===== config.mk =====
export PLATFORM = sky130hd
export DESIGN_NAME = serial_tx
export DESIGN_NICKNAME = d
export VERILOG_FILES = /design/src/rtl/serial_tx.sv
export SDC_FILE = /design/constraint.sdc
export NUM_CORES = 1
export LEC_CHECK = 0
export ABC_AREA = 1
export CAP_MARGIN = 20
export CORE_MARGIN = 1
export CORE_UTILIZATION = 47
export CTS_BUF_LIST = sky130_fd_sc_hd__clkbuf_4 sky130_fd_sc_hd__clkbuf_8
export DETAILED_ROUTE_END_ITERATION = 10
export PLACE_DENSITY_LB_ADDON = 0.05
export SLEW_MARGIN = 20
export SYNTH_ARGS = -nofsm -noshare
export SYNTH_HDL_FRONTEND = slang
export SYNTH_SLANG_ARGS = --single-unit
export TNS_END_PERCENT = 20

===== constraint.sdc =====
create_clock -name clk -period 1.2 [get_ports clk]
set_input_delay 0.12 -clock clk [delete_from_list [all_inputs] [get_ports clk]]
set_output_delay 0.12 -clock clk [all_outputs]
set_load 0.01 [all_outputs]

===== src/rtl/serial_tx.sv =====
`default_nettype none
// ============================================================================
//  Module      : serial_tx
//  Description : Parallel-to-serial transmitter. Accepts a WIDTH-bit word on
//                a valid/ready handshake and shifts it out MSB first, one bit
//                every DIV clocks, with a sample strobe for the downstream
//                serial-in register and a one-cycle done pulse per frame.
//  Revision    : 1.0 - initial release
// ============================================================================
module serial_tx #(
    parameter int WIDTH = 8,
    parameter int DIV   = 4
) (
    input  logic             clk,
    input  logic             rst,
    input  logic [WIDTH-1:0] data,
    input  logic             valid,
    output logic             ready,
    output logic             sdo,
    output logic             bit_stb,
    output logic             busy,
    output logic             done
);

    // Bit counter must reach WIDTH without wrapping; divider must hold DIV-1.
    localparam int c_CNT_W = $clog2(WIDTH + 1);
    localparam int c_DIV_W = (DIV > 1) ? $clog2(DIV) : 1;

    localparam logic [c_DIV_W-1:0] c_DIV_LAST = c_DIV_W'(DIV - 1);
    localparam logic [c_CNT_W-1:0] c_BIT_LAST = c_CNT_W'(WIDTH - 1);

    localparam logic [1:0] c_IDLE  = 2'd0;
    localparam logic [1:0] c_SHIFT = 2'd1;
    localparam logic [1:0] c_DONE  = 2'd2;

    logic [1:0]         r_state;
    logic [1:0]         w_state_next;
    logic [WIDTH-1:0]   r_shreg;
    logic [c_CNT_W-1:0] r_bitcnt;
    logic [c_DIV_W-1:0] r_div;

    logic w_ready;
    logic w_accept;
    logic w_strobe;
    logic w_last_bit;

    // Handshake qualifiers: ready is forced low while reset is asserted so a
    // word presented together with reset is never taken.
    assign w_ready    = (r_state == c_IDLE) && !rst;
    assign w_accept   = valid && w_ready;
    assign w_strobe   = (r_state == c_SHIFT) && (r_div == c_DIV_LAST);
    assign w_last_bit = (r_bitcnt == c_BIT_LAST);

    // State register
    always_ff @(posedge clk) begin
        if (rst) begin
            r_state <= c_IDLE;
        end else begin
            r_state <= w_state_next;
        end
    end

    // Next-state logic: leave SHIFT on the strobe of the final bit
    always_comb begin
        w_state_next = r_state;
        case (r_state)
            c_IDLE: begin
                if (w_accept) begin
                    w_state_next = c_SHIFT;
                end
            end
            c_SHIFT: begin
                if (w_strobe && w_last_bit) begin
                    w_state_next = c_DONE;
                end
            end
            c_DONE: begin
                w_state_next = c_IDLE;
            end
            default: begin
                w_state_next = c_IDLE;
            end
        endcase
    end

    // Shift register, bit counter and bit-period divider
    always_ff @(posedge clk) begin
        if (rst) begin
            r_shreg  <= '0;
            r_bitcnt <= '0;
            r_div    <= '0;
        end else if (w_accept) begin
            r_shreg  <= data;
            r_bitcnt <= '0;
            r_div    <= '0;
        end else if (r_state == c_SHIFT) begin
            if (w_strobe) begin
                r_shreg  <= {r_shreg[WIDTH-2:0], 1'b0};
                r_bitcnt <= r_bitcnt + c_CNT_W'(1);
                r_div    <= '0;
            end else begin
                r_div    <= r_div + c_DIV_W'(1);
            end
        end
    end

    // Outputs decoded from the current state; sdo is held low outside SHIFT
    always_comb begin
        ready   = w_ready;
        sdo     = 1'b0;
        bit_stb = w_strobe;
        busy    = 1'b0;
        done    = 1'b0;
        case (r_state)
            c_SHIFT: begin
                sdo  = r_shreg[WIDTH-1];
                busy = 1'b1;
            end
            c_DONE: begin
                busy = 1'b1;
                done = 1'b1;
            end
            default: begin
                busy = 1'b0;
            end
        endcase
    end

endmodule
`default_nettype wire


==> results of run 1 <==
[cell families after synthesis]
logic type	count (synthesis)
xor+xnor	1
simple gates	51
compound gates	16
flops	16
buf+inv	24
fa+ha+maj	5
[routing by layer]
layer | track usage, % | wire (um)
met5 | 0 | 0
met2 | 38.21 | 947
met1 | 29.27 | 951
met3 | 2.500 | 65
met4 | 10.91 | 54
[stage by stage]
stage | setup TNS (ns) | worst slack (ns) | instances
final | -1.199 | -0.1426 | 160
after CTS | -0.9740 | -0.1006 | 156
after global placement | -1.907 | -0.1697 | 153
after detailed placement | -2.482 | -0.1804 | 153
after global routing | -2.600 | -0.2244 | 160
after floorplan | -0.4662 | -0.07532 | 113
[report_power, final]
part	internal [uW]	switching [uW]	total (uW)
clock	117	172	289
combinational	291	267	558
sequential	582	36.3	618
total	990	475	1470
[final cells by class]
type,instances,area share [%]
Sequential cell,16,26.40
Tap cell,16,1.624
Clock buffer,3,1.827
Timing Repair Buffer,31,23.45
Multi-Input combinational cell,73,39.49
Inverter,21,7.208
[sequential cells by signal, summed over array words and instances, names as in the netlist]
| name | flops |
|---|---|
| r_bitcnt | 4 |
| r_div | 2 |
| r_state | 2 |
| r_shreg | 8 |
[worst register-to-register path, stage by stage (launching register included)]
cell	delay [ns]
dfxtp_2	0.35
inv_4	0.08
ha_4	0.15
buf_6	0.11
nand3_2	0.06
o21bai_1	0.20
nand2_1	0.14
nand2_2	0.11
a21oi_2	0.05
[what timing repair did]
action                                  4_1_cts  5_1_grt
cloned                                        0        1
endpoints found under the setup margin       21       21
buffers inserted                              0        3
resized for setup                            35       16
pin swaps                                     6        5
[cell usage in the layout (no fill, tap or decap)]
master,synthesis,final
nand2_1,33,30
inv_1,20,16
dfxtp_1,16,14
clkdlybuf4s50_1,0,10
buf_4,1,10
nand3_1,11,8
buf_6,0,7
o211ai_1,6,6
inv_4,1,4
a21oi_2,1,4
nand2_2,0,3
nand3_2,0,3
ha_4,0,3
clkbuf_4,0,3
buf_2,1,3
nor2_4,0,2
o21ai_1,0,2
nor2_1,3,2
inv_2,0,1
nand2_4,1,1
xor2_1,1,1
nor3_2,0,1
o21ai_0,3,1
o21bai_1,1,1
a21oi_1,4,1
nor2_2,2,1
o21ai_2,1,1
ha_1,5,1
ha_2,0,1
buf_12,0,1
dfxtp_4,0,1
dfxtp_2,0,1
[path summary, 6_finish.rpt]
check | start | to | slack (ns) | cells after the start
min | data[0] | r_shreg[0] | 0.42 | 3
min reg2reg | r_shreg[6] | r_shreg[6] | 0.50 | 2
max | r_state[1] | r_state[0] | -0.14 | 8
max reg2reg | r_state[1] | r_state[0] | -0.14 | 8
==> out/qor.yml, run 1 <==
grt:
  grt_max_degree: 11
  grt_pass1_vias: 739
  track_usage_pct: 22.83
  grt_pass1_wl_um: 3194
  grt-ovfl-total: 0
  antenna_found_initial: 0
sta:
  fin_crit_ns: 1.343
  min_period_over_period_pct: 111.9
  skew_ns: 0.004683
  finalWorstSetupSlack_ns: -0.1426
  hold_violations: 0
  slew_violations: 0
  max_slew_margin_pct: 82.66
  grt_setup_unrepaired: "yes"
  max_freq_ghz: 0.7448
  setup_viol: 18
  tightest_slew_ns: 0.2598
  hold_slack_ns: 0.4186
yosys:
  synthAdderAreaFrac_pct: 7.599
  synth_xor_area_share_pct: 1.064
  synth_fp_nets: 129
  synthFlopType: "dfxtp_1"
  synth.largest_area_cell: "dfxtp_1"
  synthCells: 113
  synth_area_leaders: "dfxtp_1, nand2_1, inv_1, ha_1, nand3_1"
  synth-compound-area-share_pct: 12.77
  synth.area.mux_share_pct: 0
  synth.top_cell.area_share_pct: 38.91
  synth_most_common_cell: "nand2_1"
  synth-edff-count: 0
  yosys.area_share.simple_pct: 26.60
  yosysSeqAreaShare_pct: 38.91
  async_flop_share_pct: 0
  yosysWarningCount: 0
  synth_common_cells: "nand2_1, inv_1, dfxtp_1, nand3_1, o211ai_1"
  synth_top_family_by_area: "simple AND/OR/NAND/NOR gates"
  syn_area_per_cell_um2: 7.286
  synth_cell_types: 20
  netlist_area_um2: 823.3
  ys_ff_latch: 16
critical_path:
  cpLargestDelayFamily: "flip-flops"
  crit_type: "flop to flop"
  required_ns: 1.39
  slowest_delay_ns: 0.35
  worstPathMaxFanout: 5
  worstPathArrival_ns: 1.53
  path_buf_inv: 2
  worstPathCellList: "inv_4 > ha_4 > buf_6 > nand3_2 > o21bai_1 > nand2_1 > nand2_2 > a21oi_2"
  startpoint_type: "flop"
  endpoint_kind: "flop"
  slowest_stage: "dfxtp_2"
detailed_routing:
  via_count: 805
  drc: 1
  drt_iter0_drc: 10
  wl_per_cell_um: 12.62
  drt-total-wl_um: 2019
  ant_nets: 0
  dr.pass1.iters: 7
  vias_per_cell: 5.031
floorplan:
  num_rows: 14
  core_area_um2: 1577
  ioPinCount: 16
  die_y_um: 43.86
  initial_core_util_pct: 52.22
  die_width_um: 43.86
  design.die.area_um2: 1923
cts:
  hold_buffers: 0
  cts_root_buf: "clkbuf_4"
  numClockSinks: 16
  path_clk_slew_ns: 0.09
  htree_levels: 1
  numCtsBuffers: 3
  cts.path.max_buffers: 2
  cts_tree: "built"
  clock_latency_ns: 0.29
worst_hold_path:
  min_path_type: "input port to flop"
place:
  finalWeightedCongestion: 0.7578
  place_hpwl_um: 1337
  postPlaceCellArea_um2: 1090
  portBuffers: 15
power_and_ir_drop:
  power_leakage_uw: 0.0005945
  power_density_nw_per_um2: 1189
  irDropWorstVdd_mv: 0.7915
  total_power_uw: 1466
finish:
  multi_input_area_um2: 486.7
  stdcell_area_um2: 1232
  num-fill-cells: 120
  regArea_um2: 325.3
  finalNetCount: 162
  drive_gt1_share_pct: 35.42
  final_util_pct: 78.17
  n_antenna_cell: 0
  area_delta_synth_final_pct: 49.70
run_status:
  status: "finished, violations left"
  violations: "design-rule violations, negative setup slack"
flow_run:
  cap_violations: 0
No activity file was read; power rests on OpenSTA's default activity.
==> run 2: changes to the inputs <==
Settings changed: CORE_UTILIZATION 47 to 54, REMOVE_ABC_BUFFERS set to 1.
Clock period 1.2 ns to 1.73 ns, I/O delays scaled along.
==> out/qor.yml, run 2 (synthesized netlist as in run 1, its figures left out) <==
critical_path:
  worstRegToRegCells: 9
  endpoint_kind: "output port"
  rrSetupSlack_ns: 0.26
  crit_type: "flop to output port"
  worstPathArrival_ns: 1.47
  required_ns: 1.56
  worstPathMaxFanout: 7
  startpoint_type: "flop"
  worstReg2RegStart: "r_state[0]"
  critPathLaunch: "r_state[1]"
grt:
  antenna_found_initial: 0
  grt_pass1_vias: 573
  grt_pass1_wl_um: 2373
  grt_max_degree: 19
  track_usage_pct: 22.41
  grt-ovfl-total: 0
power_and_ir_drop:
  pwr-share-clk_pct: 23.2
  power_leakage_uw: 0.0005415
  power_density_nw_per_um2: 834.6
  p_int_uw: 595.5
  irDropWorstVdd_mv: 0.4974
  comb_power_share_pct: 27.7
  p_sw_share_pct: 30.62
  switching_power_uw: 262.8
  seqPwrFrac_pct: 49.2
cts:
  hold_buffers: 0
  numCtsBuffers: 3
  post-cts-setup-buffers: 0
  path_clk_slew_ns: 0.09
  htree_levels: 1
  cts_tree: "built"
  cts.path.max_buffers: 2
  numClockSinks: 16
  clock_latency_ns: 0.29
  cts_root_buf: "clkbuf_4"
worst_hold_path:
  hold_depth: 3
  min_path_type: "input port to flop"
  hp-start: "data[0]"
floorplan:
  die_y_um: 41.05
  core_area_um2: 1366
  design.die.area_um2: 1685
  num_rows: 13
  initial_core_util_pct: 60.26
  die_width_um: 41.05
  ioPinCount: 16
detailed_routing:
  vias_per_cell: 5.027
  drc: 0
  ant_nets: 0
  dr.pass1.iters: 4
  drt_iter0_drc: 12
  drt-total-wl_um: 1551
  via_count: 734
  wl_per_cell_um: 10.62
sta:
  setup_tns_ns: 0
  slew_violations: 0
  setup_viol: 0
  tightest_slew_ns: 0.2474
  max_slew_margin_pct: 83.49
  hold_slack_ns: 0.4435
  fin_crit_ns: 1.646
  max_freq_ghz: 0.6076
  min_period_over_period_pct: 95.13
  skew_ns: 0.006305
  hold_violations: 0
finish:
  mostFrequentLayoutCells: "nand2_1, inv_1, dfxtp_1, clkdlybuf4s50_1, nand3_1"
  area_delta_synth_final_pct: 24.92
  finalNetCount: 149
  top_regs: "r_shreg x8, r_bitcnt x4"
  num-fill-cells: 125
  drive_gt1_share_pct: 11.45
  top_register: "r_shreg"
  final_util_pct: 75.27
  multi_input_area_um2: 407.9
  regArea_um2: 321.6
  n_antenna_cell: 0
  layout_commonest_cell: "nand2_1"
  largest_reg_flops: 8
  fin_cells: 146
flow_run:
  cap_violations: 0
place:
  place_hpwl_um: 1151
  finalWeightedCongestion: 0.7449
  numPlacedInstances: 143
  portBuffers: 15
run_status:
  status: "completed"
[run 2: cell count changes in the layout (fill, tap and decap cells not counted), sizes merged]
cell | previous run | this run
buf | 21 | 3
clkdlybuf4s50 | 10 | 12
dlygate4sd2 | 0 | 1
dlymetal6s2s | 0 | 2
[run 2: path summary, 6_finish.rpt]
check                                    to
worst max register to register  r_bitcnt[2]
worst min-delay path             r_shreg[0]
worst min register to register   r_shreg[6]
worst max-delay path                    sdo
[run 2: layout make-up]
type                    instances  share of cell area (%)
inverters                      21                   7.908
well taps                      15                   1.825
clock buffers                   3                   2.190
flip-flops and latches         16                   31.27
repair buffers                 18                   17.15
multi-input cells              73                   39.66
[run 2: routing by layer]
layer  vias up  share of wire (%)  GRT usage, %  routed length, um
met5         -                  0             0                  0
met4         0                1.5         15.00                 24
met3         4                3.2         4.891                 49
met2        13                 48         34.77                740
met1       326                 47         27.30                736
li1        391                  -             -                  -
[run 2: through the flow]
step	power, uW	setup WS [ns]	cell area (um2)
global route	910.7	-0.005023	1028
finish	858.3	0.08423	1028
floorplan	574.6	0.1632	797.0
detailed placement	664.6	0.1777	988.4
global placement	656.5	0.2161	988.4
CTS	864.5	0.01372	1023
[run 2: critical path: stages, from the launching register on]
cell             delay, ns
dfxtp_1               0.33
inv_2                 0.08
ha_4                  0.16
nand2_1               0.05
inv_1                 0.04
clkdlybuf4s50_1       0.52
[run 2: timing repair]
action / 4_1_cts / 5_1_grt
setup endpoints to repair: 3 / 2
gates resized for setup: 5 / 2
pin swaps: 0 / 0
[run 2: power groups by stage]
stage | Clock (uW) | Sequential, uW | Combinational, uW
2_1_floorplan | 0 | 423 | 151
6_report | 199 | 422 | 238
5_1_grt | 210 | 426 | 274
3_5_place_dp | 0 | 427 | 238
3_3_place_gp | 0 | 425 | 231
4_1_cts | 201 | 421 | 242
==> run 3: changes to the inputs <==
Settings changed: GPL_ROUTABILITY_DRIVEN set to 0, SKIP_LAST_GASP set to 1.
==> out/qor.yml, run 3 (synthesized netlist as in run 1, its figures left out) <==
run_status:
  status: "finished, violations left"
  violations: "negative setup slack"
power_and_ir_drop:
  seqPwrFrac_pct: 49.1
  comb_power_share_pct: 28.1
  pwr-share-clk_pct: 22.8
  irDropWorstVdd_mv: 0.5234
  switching_power_uw: 257.6
  p_int_uw: 597.1
  power_density_nw_per_um2: 834.0
  p_sw_share_pct: 30.14
  power_leakage_uw: 0.0005267
  total_power_uw: 854.7
sta:
  skew_ns: 0.006218
  max_slew_margin_pct: 83.62
  tightest_slew_ns: 0.2455
  setup_viol: 1
  hold_violations: 0
  finalWorstSetupSlack_ns: -0.01492
  grt_setup_unrepaired: "yes"
  fin_crit_ns: 1.745
  max_freq_ghz: 0.5731
  slew_violations: 0
  min_period_over_period_pct: 100.9
critical_path:
  startpoint_type: "flop"
  worstPathArrival_ns: 1.57
  endpoint_kind: "output port"
  worstPathMaxFanout: 3
  crit_type: "flop to output port"
  required_ns: 1.56
finish:
  fin_cells: 146
  mostFrequentLayoutCells: "nand2_1, inv_1, dfxtp_1, clkdlybuf4s50_1, nand3_1"
  top_register: "r_shreg"
  layout_commonest_cell: "nand2_1"
  finalNetCount: 149
  stdcell_area_um2: 1025
  largest_reg_flops: 8
  area_delta_synth_final_pct: 24.47
  drive_gt1_share_pct: 9.924
  top_regs: "r_shreg x8, r_bitcnt x4"
  n_antenna_cell: 0
floorplan:
  design.die.area_um2: 1685
  die_width_um: 41.05
  initial_core_util_pct: 60.26
  ioPinCount: 16
  core_area_um2: 1366
  num_rows: 13
  die_y_um: 41.05
cts:
  numCtsBuffers: 3
  numClockSinks: 16
  path_clk_slew_ns: 0.09
  clock_latency_ns: 0.28
  cts_root_buf: "clkbuf_4"
  cts.path.max_buffers: 2
  htree_levels: 1
  cts_tree: "built"
detailed_routing:
  drc: 0
  wl_per_cell_um: 10.29
  via_count: 740
  drt_iter0_drc: 15
  wl_met3_um: 40
  dr.pass1.iters: 4
  m1WireLength_um: 741
  drt-total-wl_um: 1503
  dr.max_layer_used: "met4"
  vias_per_cell: 5.068
  ant_nets: 0
  dr_wl_met2_um: 710
place:
  postPlaceCellArea_um2: 988.4
  place_hpwl_um: 1151
  portBuffers: 15
  dp_slack_ns: 0.1777
  numPlacedInstances: 143
grt:
  grt_pass1_vias: 573
  grt_pass1_wl_um: 2373
  grt-ovfl-total: 0
  antenna_found_initial: 0
  grt_max_degree: 19
  track_usage_pct: 22.41
worst_hold_path:
  min_path_type: "input port to flop"
flow_run:
  cap_violations: 0
## run 3: cell type report
type / instances / area (um2)
Tap cell: 15 / 18.77
Inverter: 21 / 81.33
Sequential cell: 16 / 320.3
Clock buffer: 3 / 22.52
Timing Repair Buffer: 18 / 173.9
Multi-Input combinational cell: 73 / 407.9
Fill cell: 127 / 341.6
## run 3: through the flow
step	util (%)	hold WS, ns	TNS (ns)
3_3_place_gp	72.34	0.4709	0
2_1_floorplan	-	0.2421	0
4_1_cts	74.08	0.4461	-0.1209
5_1_grt	75.00	0.4592	-0.1477
3_5_place_dp	72.34	0.4741	0
6_report	75.00	0.4488	-0.01492
## run 3: worst max-delay path, cell delays in order (launching register included)
cell and delay, ns:
dfxtp_1 0.40, inv_1 0.09, ha_1 0.28, clkdlybuf4s50_1 0.52
## run 3: path summary, 6_finish.rpt
kind / start / end / slack, ns / depth (start not counted)
worst max-delay path: r_state[0] / busy / -0.01 / 3
worst min-delay path: data[0] / r_shreg[0] / 0.45 / 3
worst max register to register: r_state[0] / r_bitcnt[2] / 0.21 / 9
worst min register to register: r_shreg[6] / r_shreg[6] / 0.49 / 2
## run 3: repair_timing
item | CTS | global route
setup endpoints to repair | 3 | 3
buffers inserted | 0 | 0
hold buffers | 0 | 0
gates resized for setup | 2 | 2
## run 3: power by group through the flow
stage               registers (uW)  clock network, uW  logic, uW
detailed placement             427                  0        238
global route                   424                210        276
floorplan                      423                  0        151
CTS                            418                201        237
global placement               425                  0        231
finish                         420                195        240
## run 3: layer usage
| layer | vias to the layer above | GRT usage [%] |
|---|---|---|
| li1 | 392 | - |
| met1 | 333 | 27.30 |
| met2 | 13 | 34.77 |
| met3 | 2 | 4.891 |
| met4 | 0 | 15.00 |
| met5 | - | 0 |
